--- config.mk ---
export PLATFORM = sky130hd
export DESIGN_NAME = uart_tx_flat
export DESIGN_NICKNAME = d
export VERILOG_FILES = /design/src/rtl/uart_tx_if.sv /design/src/rtl/uart_tx.sv /design/src/flat_wrapper.sv
export SDC_FILE = /design/constraint.sdc
export NUM_CORES = 1
export LEC_CHECK = 0
export ABC_AREA = 1
export CAP_MARGIN = 10
export CORE_UTILIZATION = 50
export CTS_CLUSTER_SIZE = 14
export DETAILED_ROUTE_END_ITERATION = 10
export HOLD_SLACK_MARGIN = 0.08
export PLACE_DENSITY_LB_ADDON = 0.05
export SYNTH_ARGS = -nofsm -noshare
export SYNTH_HDL_FRONTEND = slang
export SYNTH_SLANG_ARGS = --single-unit
--- constraint.sdc ---
create_clock -name clk -period 2.95 [get_ports clk]
set_input_delay 0.59 -clock clk [delete_from_list [all_inputs] [get_ports clk]]
set_output_delay 0.59 -clock clk [all_outputs]
set_load 0.05 [all_outputs]
--- src/rtl/uart_tx_if.sv ---
// Character handshake between the APB register block and the UART transmitter.
interface uart_tx_if;
  logic [7:0] tx_data_i;
  logic       start_tx_i;
  logic       tx_busy_o;
  logic       tx_done_o;

  modport master (output tx_data_i, output start_tx_i, input tx_busy_o, input tx_done_o);
  modport slave  (input tx_data_i, input start_tx_i, output tx_busy_o, output tx_done_o);
endinterface

--- src/rtl/uart_tx.sv ---
// UART transmitter: 5-8 data bits LSB first, optional parity, 1/2 stop bits,
// paced by a 16x tx_tick and gated by cts_n at frame acceptance.
module uart_tx (
  input  logic       clk,
  input  logic       rst,
  input  logic       tx_tick,
  input  logic [1:0] data_bit_num_i,
  input  logic       parity_en_i,
  input  logic       parity_type_i,
  input  logic       stop_bit_num_i,
  input  logic       cts_n,
  uart_tx_if.slave   bus,
  output logic       tx
);

  // state     | meaning
  // TX_IDLE   | line high, waiting for start_tx_i with cts_n low
  // TX_START  | start bit (low)
  // TX_DATA   | data bits, LSB first
  // TX_PARITY | parity bit
  // TX_STOP   | one or two stop bits (high)
  typedef enum logic [2:0] {TX_IDLE, TX_START, TX_DATA, TX_PARITY, TX_STOP} state_t;

  state_t     state_q, state_d;
  logic [7:0] data_q, data_d;
  logic [1:0] nbits_q, nbits_d;
  logic       par_en_q, par_en_d;
  logic       par_q, par_d;
  logic       stop2_q, stop2_d;
  logic [3:0] tick_q, tick_d;
  logic [2:0] bit_q, bit_d;
  logic       tx_d, busy_d, done_d;
  logic       busy_q, done_q;

  logic       bit_end;
  logic [2:0] last_idx;
  logic [7:0] width_mask;
  logic       par_even;

  assign bit_end  = tx_tick && (tick_q == 4'd15);
  assign last_idx = {1'b0, nbits_q} + 3'd4;

  always_comb begin
    case (data_bit_num_i)
      2'd0:    width_mask = 8'h1F;
      2'd1:    width_mask = 8'h3F;
      2'd2:    width_mask = 8'h7F;
      default: width_mask = 8'hFF;
    endcase
  end

  assign par_even = ^(bus.tx_data_i & width_mask);

  always_comb begin
    state_d  = state_q;
    data_d   = data_q;
    nbits_d  = nbits_q;
    par_en_d = par_en_q;
    par_d    = par_q;
    stop2_d  = stop2_q;
    tick_d   = tick_q;
    bit_d    = bit_q;
    done_d   = 1'b0;

    // The counter wraps 15 -> 0 on its own, so bit boundaries need no reload.
    if (state_q != TX_IDLE && tx_tick)
      tick_d = tick_q + 4'd1;

    case (state_q)
      TX_IDLE: begin
        if (bus.start_tx_i && !cts_n) begin
          state_d  = TX_START;
          data_d   = bus.tx_data_i;
          nbits_d  = data_bit_num_i;
          par_en_d = parity_en_i;
          par_d    = parity_type_i ? par_even : ~par_even;
          stop2_d  = stop_bit_num_i;
          tick_d   = 4'd0;
          bit_d    = 3'd0;
        end
      end
      TX_START: begin
        if (bit_end)
          state_d = TX_DATA;
      end
      TX_DATA: begin
        if (bit_end) begin
          if (bit_q == last_idx) begin
            bit_d   = 3'd0;
            state_d = par_en_q ? TX_PARITY : TX_STOP;
          end else begin
            bit_d = bit_q + 3'd1;
          end
        end
      end
      TX_PARITY: begin
        if (bit_end)
          state_d = TX_STOP;
      end
      TX_STOP: begin
        if (bit_end) begin
          if (stop2_q && bit_q == 3'd0) begin
            bit_d = 3'd1;
          end else begin
            bit_d   = 3'd0;
            state_d = TX_IDLE;
            done_d  = 1'b1;
          end
        end
      end
      default: state_d = TX_IDLE;
    endcase

    // Line level follows the next state so tx is a clean register output.
    case (state_d)
      TX_START:  tx_d = 1'b0;
      TX_DATA:   tx_d = data_d[bit_d];
      TX_PARITY: tx_d = par_d;
      default:   tx_d = 1'b1;
    endcase
    busy_d = (state_d != TX_IDLE);
  end

  always_ff @(posedge clk or posedge rst) begin
    if (rst) begin
      state_q  <= TX_IDLE;
      data_q   <= 8'd0;
      nbits_q  <= 2'd0;
      par_en_q <= 1'b0;
      par_q    <= 1'b0;
      stop2_q  <= 1'b0;
      tick_q   <= 4'd0;
      bit_q    <= 3'd0;
      tx       <= 1'b1;
      busy_q   <= 1'b0;
      done_q   <= 1'b0;
    end else begin
      state_q  <= state_d;
      data_q   <= data_d;
      nbits_q  <= nbits_d;
      par_en_q <= par_en_d;
      par_q    <= par_d;
      stop2_q  <= stop2_d;
      tick_q   <= tick_d;
      bit_q    <= bit_d;
      tx       <= tx_d;
      busy_q   <= busy_d;
      done_q   <= done_d;
    end
  end

  assign bus.tx_busy_o = busy_q;
  assign bus.tx_done_o = done_q;

endmodule

--- src/flat_wrapper.sv ---
// flat-port wrapper written by rule: the top's interface ports become plain ports
module uart_tx_flat 
  (clk, rst, tx_tick, data_bit_num_i, parity_en_i, parity_type_i, stop_bit_num_i, cts_n, tx, bus_tx_data_i, bus_start_tx_i, bus_tx_busy_o, bus_tx_done_o);
  uart_tx_if bus_i ();
  input  logic clk;
  input  logic rst;
  input  logic tx_tick;
  input  logic [1:0] data_bit_num_i;
  input  logic parity_en_i;
  input  logic parity_type_i;
  input  logic stop_bit_num_i;
  input  logic cts_n;
  output logic tx;
  input wire logic [$bits(bus_i.tx_data_i)-1:0] bus_tx_data_i;
  input wire logic [$bits(bus_i.start_tx_i)-1:0] bus_start_tx_i;
  output wire logic [$bits(bus_i.tx_busy_o)-1:0] bus_tx_busy_o;
  output wire logic [$bits(bus_i.tx_done_o)-1:0] bus_tx_done_o;
  assign bus_i.tx_data_i = bus_tx_data_i;
  assign bus_i.start_tx_i = bus_start_tx_i;
  assign bus_tx_busy_o = bus_i.tx_busy_o;
  assign bus_tx_done_o = bus_i.tx_done_o;
  uart_tx u_core (.clk(clk), .rst(rst), .tx_tick(tx_tick), .data_bit_num_i(data_bit_num_i), .parity_en_i(parity_en_i), .parity_type_i(parity_type_i), .stop_bit_num_i(stop_bit_num_i), .cts_n(cts_n), .bus(bus_i), .tx(tx));
endmodule
* Word-level counts from Yosys, hierarchy flattened *
Index checks and enable logic that the tools add are counted.

storage, ports and cells
  register bits after elaboration = 26
  latch bits = 0
  memory bits (writable) = 0
  bits in read-only memories = 0
  input bits = 18
  output and inout bits = 3
  word-level logic and storage cells = 70
  memories = 0

cells by class
  add/subtract/negate cells = 3
  multiply operators = 0
  div/mod/pow operators = 0
  magnitude comparators = 1
  eq/ne operators = 11
  shifts and indexed selects = 0
  multiplexer cells = 30
  bitwise operators = 2
  reduce and logical (&&, ||, !) cells = 12

operator list
  cell                 count
  $mux 3               12
  $pmux 8 s3           1
  $mux 8               2
  $pmux 3 s5           1
  $eq 3x2->1 const B   4
  $mux 4               3
  $pmux 3 s3           1
  $and 8x8->8          1
  $mux 1               8
  $reduce_xor 8->1     1
  $eq 3x1->1 const B   2
  $logic_not 3->1      2
  $reduce_bool 3->1    2
  $add 4x1->4 const B  1
  $eq 4x4->1 const B   1
  $logic_and 1x1->1    4
  $lt 3x4->1 const B   1
  $add 2x3->3 const B  1
  $add 3x1->3 const B  1
  $bmux 1 s3           1
  $eq 3x3->1           1
  $eq 3x3->1 const B   1
  $pmux 1 s3           1
  $eq 2x1->1 const B   1
  5 further kinds      5

* Logic depth before layout (Yosys ltp) *
  depth in word-level cells = 9
  gate-level depth with buffers = 15
  mapped depth without buffers = 14

* Worst setup path after synthesis *
OpenSTA, ideal clock, no wires.

  path type = input to register
  start point = input port tx_tick
  end point = register u_core.tx
  library setup time = 82 ps
  arrival time = 1560 ps
  required time = 2868 ps
  slack = 1308 ps
  stages = 13
  buffers on the path = 0
  cell sequence = nand2_1 nor2_8 nand2_2 nand2_2 nand3_1 nand2_2 nand2_4 nand2_1 nand3_1 nand2_1 nand2_1 nand3_1 nand3_1

between the ends
  longest elaborated chain between the ends = 6
  elaborated cells between the ends (all ways) = 15
  classes of those cells = eq/ne (3); mux (11); reduce/logical (1)

ends and longest elaborated chain
  item                              line                           source
  start: declaration                flat_wrapper.sv:7              input logic tx_tick;
  $logic_and 1x1->1 (*)             uart_tx.sv:40                  assign bit_end = tx_tick && (tick_q == 4'd15);
  $mux 3, on equally long branches  uart_tx.sv:101, uart_tx.sv:87
  $pmux 3 s3 (*)                    uart_tx.sv:69                  case (state_q)
  named net u_core.bit_d[0]         uart_tx.sv:31                  logic [2:0] bit_q, bit_d;
  $bmux 1 s3 (*)                    uart_tx.sv:117                 TX_DATA: tx_d = data_d[bit_d];
  $mux 1 (not written as such) (*)  uart_tx.sv:117
  $pmux 1 s3 (*)                    uart_tx.sv:115                 case (state_d)
  named net u_core.tx_d             uart_tx.sv:32                  logic tx_d, busy_d, done_d;
  end signal: assignment            uart_tx.sv:146                 tx <= tx_d;
  end: declaration                  uart_tx.sv:13                  output logic tx

The timed path passes the listed nets; every way through them passes the cells marked *. The select of a mux whose other input is x is not followed.
A chain may end at the register's enable or synchronous reset.

* Final worst setup path *
  start point = register u_core.tx
  end point = output port tx

RTL lines
  item              line                source
  end: declaration  flat_wrapper.sv:13  output logic tx;

No word-level cell between the ends.

==> metrics.md <==
| Metric | Value |
|---|---|
| GRT Total Usage | `21.1%` |
| CTS max path bufs | `2` |
| Leakage | `0.978 nW` |
| GRT overflow | `0` |
| Die X | `58.2 um` |
| DRC violations left | `0` |
| Final setup margin | `0.719 ns` |
| Most numerous cell in the Yosys netlist | `nand2_1` |
| M1 GR Usage | `27.0%` |
| Number of global-route vias before repair | `1,269` |
| Fillcell total | `289` |
| Final Cycle Share | `75.6%` |
| Die Height | `58.2 um` |
| TritonRoute pass-1 iters | `4` |
| Nets@finish | `253` |
| Max-Cap Viols | `0` |
| Syn Std Cell Area | `1580 um2` |
| Post_cts resized | `0` |
| Status | `complete, no violations` |
| Pin count of the biggest net entering global routing | `27` |
| Final setup viols | `0` |
| Drt initial violations | `70` |
| First-pass GRT wire length | `5460 um` |
| Core Area | `3030 um2` |
| Power share of the clock group | `12.0%` |
| Syn_nets | `230` |
| Area grow syn2layout | `16.4%` |
| Area of placed instances | `1810 um2` |
| Avg WL per Cell | `11.4 um` |
| Hold Vio Cnt, Final | `0` |
| Mapped Cells | `209` |
| CTS H-tree lvls | `1` |
| Final Core Density | `60.7%` |
| Initial antenna violation count | `0` |
| Hold Slack | `0.497 ns` |
| Minimum clock period | `2.23 ns` |
| FMAX | `448 MHz` |
| Skew final | `0.00291 ns` |
| Cts hold-fix bufs | `0` |
| Ranking of synthesized cells by area | `dfrtp_1, nand2_1, nand2_2` |
| Via/cell ratio | `4.89` |
| Gr busiest metal | `met2` |
| CP startpoint kind | `register` |
| Via count | `1,345` |
| Met3 Use GR | `2.01%` |
| PD cells | `703 nW/um2` |
| Worst path top cell family by delay | `buffers and inverters` |
| CP endpoint kind | `primary output` |
| WP data arrival | `1.64 ns` |
| Slowest stage delay, CP | `0.79 ns` |
| Placer congestion estimate | `0.843` |
| Post-synthesis sequential area ratio | `41.3%` |
| Register share of total power | `44.1%` |
| Slowest CP cell | `clkdlybuf4s50_1` |
| Rows | `20` |
| Final TNS setup | `0 ns` |
| FFs w/ async S/R, synth | `100%` |
| Worst Max-Slew Pin Slew | `0.494 ns` |
| CP Buf/Inv Count | `1` |
| Root Buffer | `clkbuf_4` |
| Dpl hpwl | `2490 um` |
| Peak supply drop | `0.376 mV` |
| Layout cells sized above 1 | `15.2%` |
| Final instance area | `1840 um2` |
| Sw frac | `41.0%` |
| Mean Syn Cell Area | `7.56 um2` |
| Worst slew margin | `67.0%` |
| CTS tree | `done` |
| Inserted Diodes | `0` |
| GRT met2 Usage | `37.4%` |
| Logic pwr share | `43.9%` |
| Yosys cell types | `29` |
| Crit-path cells | `clkdlybuf4s50_1` |
| Area leader, netlist | `dfrtp_1` |
| Seq cells post-synth | `26` |
| Synth top area share | `39.6%` |
| Clock latency at the later pin of the worst-skew pair | `0.31 ns` |
| Top FF cell, synth | `dfrtp_1` |
| Total setup buffers inserted after CTS | `0` |
| Post-DRT Antenna Nets | `0` |
| DP Worst Slack | `0.665 ns` |
| EDFF count, synth | `0` |
| Initial Utilization | `52.1%` |
| CP max FO | `1` |
| Crit path required time | `2.36 ns` |
| RSZ-0062 raised after global routing | `no` |
| Max-slew violations | `0` |
| Clock-pin slew on the worst setup and hold paths | `0.14 ns` |
| Placed Instances | `271` |
| Crit Path Class | `reg -> out` |
| Total chip power | `1.29 mW` |
| Most frequent cells after synthesis | `nand2_1, dfrtp_1, inv_1, nand3_1, nand2_2` |
| Int Power | `0.763 mW` |
| TritonCTS Buffers | `3` |
| Worst hold path type | `reg -> reg` |
| Yosys warns | `0` |
| Psw | `0.530 mW` |
| Fin cells | `275` |
| Aggregate routed wire length | `3120 um` |
| Die Area | `3390 um2` |
| # port buffers | `20` |
| CTS Sinks | `26` |
| I/O pin count | `21` |
## cell type report
cell class	instances	area [um2]	share of cell area, %
repair buffers	21	208	11.3
flip-flops and latches	26	652	35.5
well taps	44	55.1	3.00
clock buffers	4	26.3	1.43
multi-input cells	150	782	42.5
inverters	30	115	6.26
## path summary, 6_finish.rpt
kind                                   from                to  slack, ns  depth (start not counted)
min                         u_core.par_en_q   u_core.par_en_q       0.50                          2
min reg2reg                 u_core.par_en_q   u_core.par_en_q       0.50                          2
min in group asynchronous               rst  u_core.tick_q[1]       0.61                          3
max in group asynchronous               rst         u_core.tx       2.05                          3
max                               u_core.tx                tx       0.72                          1
max reg2reg                u_core.tick_q[0]         u_core.tx       1.18                         14
## sequential cells by signal (all words and copies together), names as in the netlist
| signal | count |
|---|---|
| u_core.data_q | 8 |
| u_core.stop2_q | 1 |
| u_core.bit_q | 3 |
| u_core.par_q | 1 |
| u_core.bus.tx_busy_o | 1 |
| u_core.state_q | 3 |
| u_core.tick_q | 4 |
| u_core.nbits_q | 2 |
| u_core.tx | 1 |
| u_core.par_en_q | 1 |
| u_core.bus.tx_done_o | 1 |
## cell usage in the layout, fill, tap and decap left out
| master | n |
|---|---|
| a21oi_1 | 5 |
| a21oi_2 | 1 |
| a221oi_1 | 1 |
| a31o_1 | 1 |
| buf_4 | 1 |
| clkbuf_1 | 1 |
| clkbuf_4 | 3 |
| clkdlybuf4s50_1 | 20 |
| dfrtp_1 | 25 |
| dfstp_2 | 1 |
| ha_1 | 3 |
| inv_1 | 23 |
| inv_2 | 6 |
| inv_4 | 1 |
| nand2_1 | 67 |
| nand2_2 | 15 |
| nand2_4 | 2 |
| nand3_1 | 18 |
| nand3_2 | 1 |
| nand3b_1 | 1 |
| nor2_1 | 13 |
| nor2_4 | 2 |
| nor2_8 | 1 |
| o21ai_0 | 8 |
| o21ai_1 | 1 |
| o21ai_2 | 1 |
| o22ai_1 | 1 |
| o31ai_1 | 1 |
| or2_1 | 1 |
| xnor2_1 | 2 |
| xor2_1 | 4 |
## routing by layer
metal	vias up	routed length, um
li1	690	-
met5	-	0
met4	0	20
met1	620	1380
met3	2	103
met2	33	1610
## logic make-up (layout without fill, tap and decap cells)
family | Yosys count | after routing | share of synthesized area [%]
AND/OR/NAND/NOR | 121 | 121 | 36.3
flip-flops | 26 | 26 | 41.3
buffers and inverters | 33 | 55 | 9.19
adder cells (fa/ha/maj) | 3 | 3 | 2.38
XOR/XNOR | 6 | 6 | 3.33
AO/OA/AOI/OAI | 20 | 20 | 7.53
## power by group through the flow
| stage | Combinational [mW] | Sequential (mW) | Clock (mW) |
|---|---|---|---|
| after floorplan | 0.428 | 0.579 | 0 |
| after global placement | 0.550 | 0.575 | 0 |
| after detailed placement | 0.567 | 0.578 | 0 |
| after CTS | 0.570 | 0.569 | 0.162 |
| after global routing | 0.649 | 0.587 | 0.174 |
| final | 0.567 | 0.570 | 0.156 |
(Power assumes the default switching activity.)
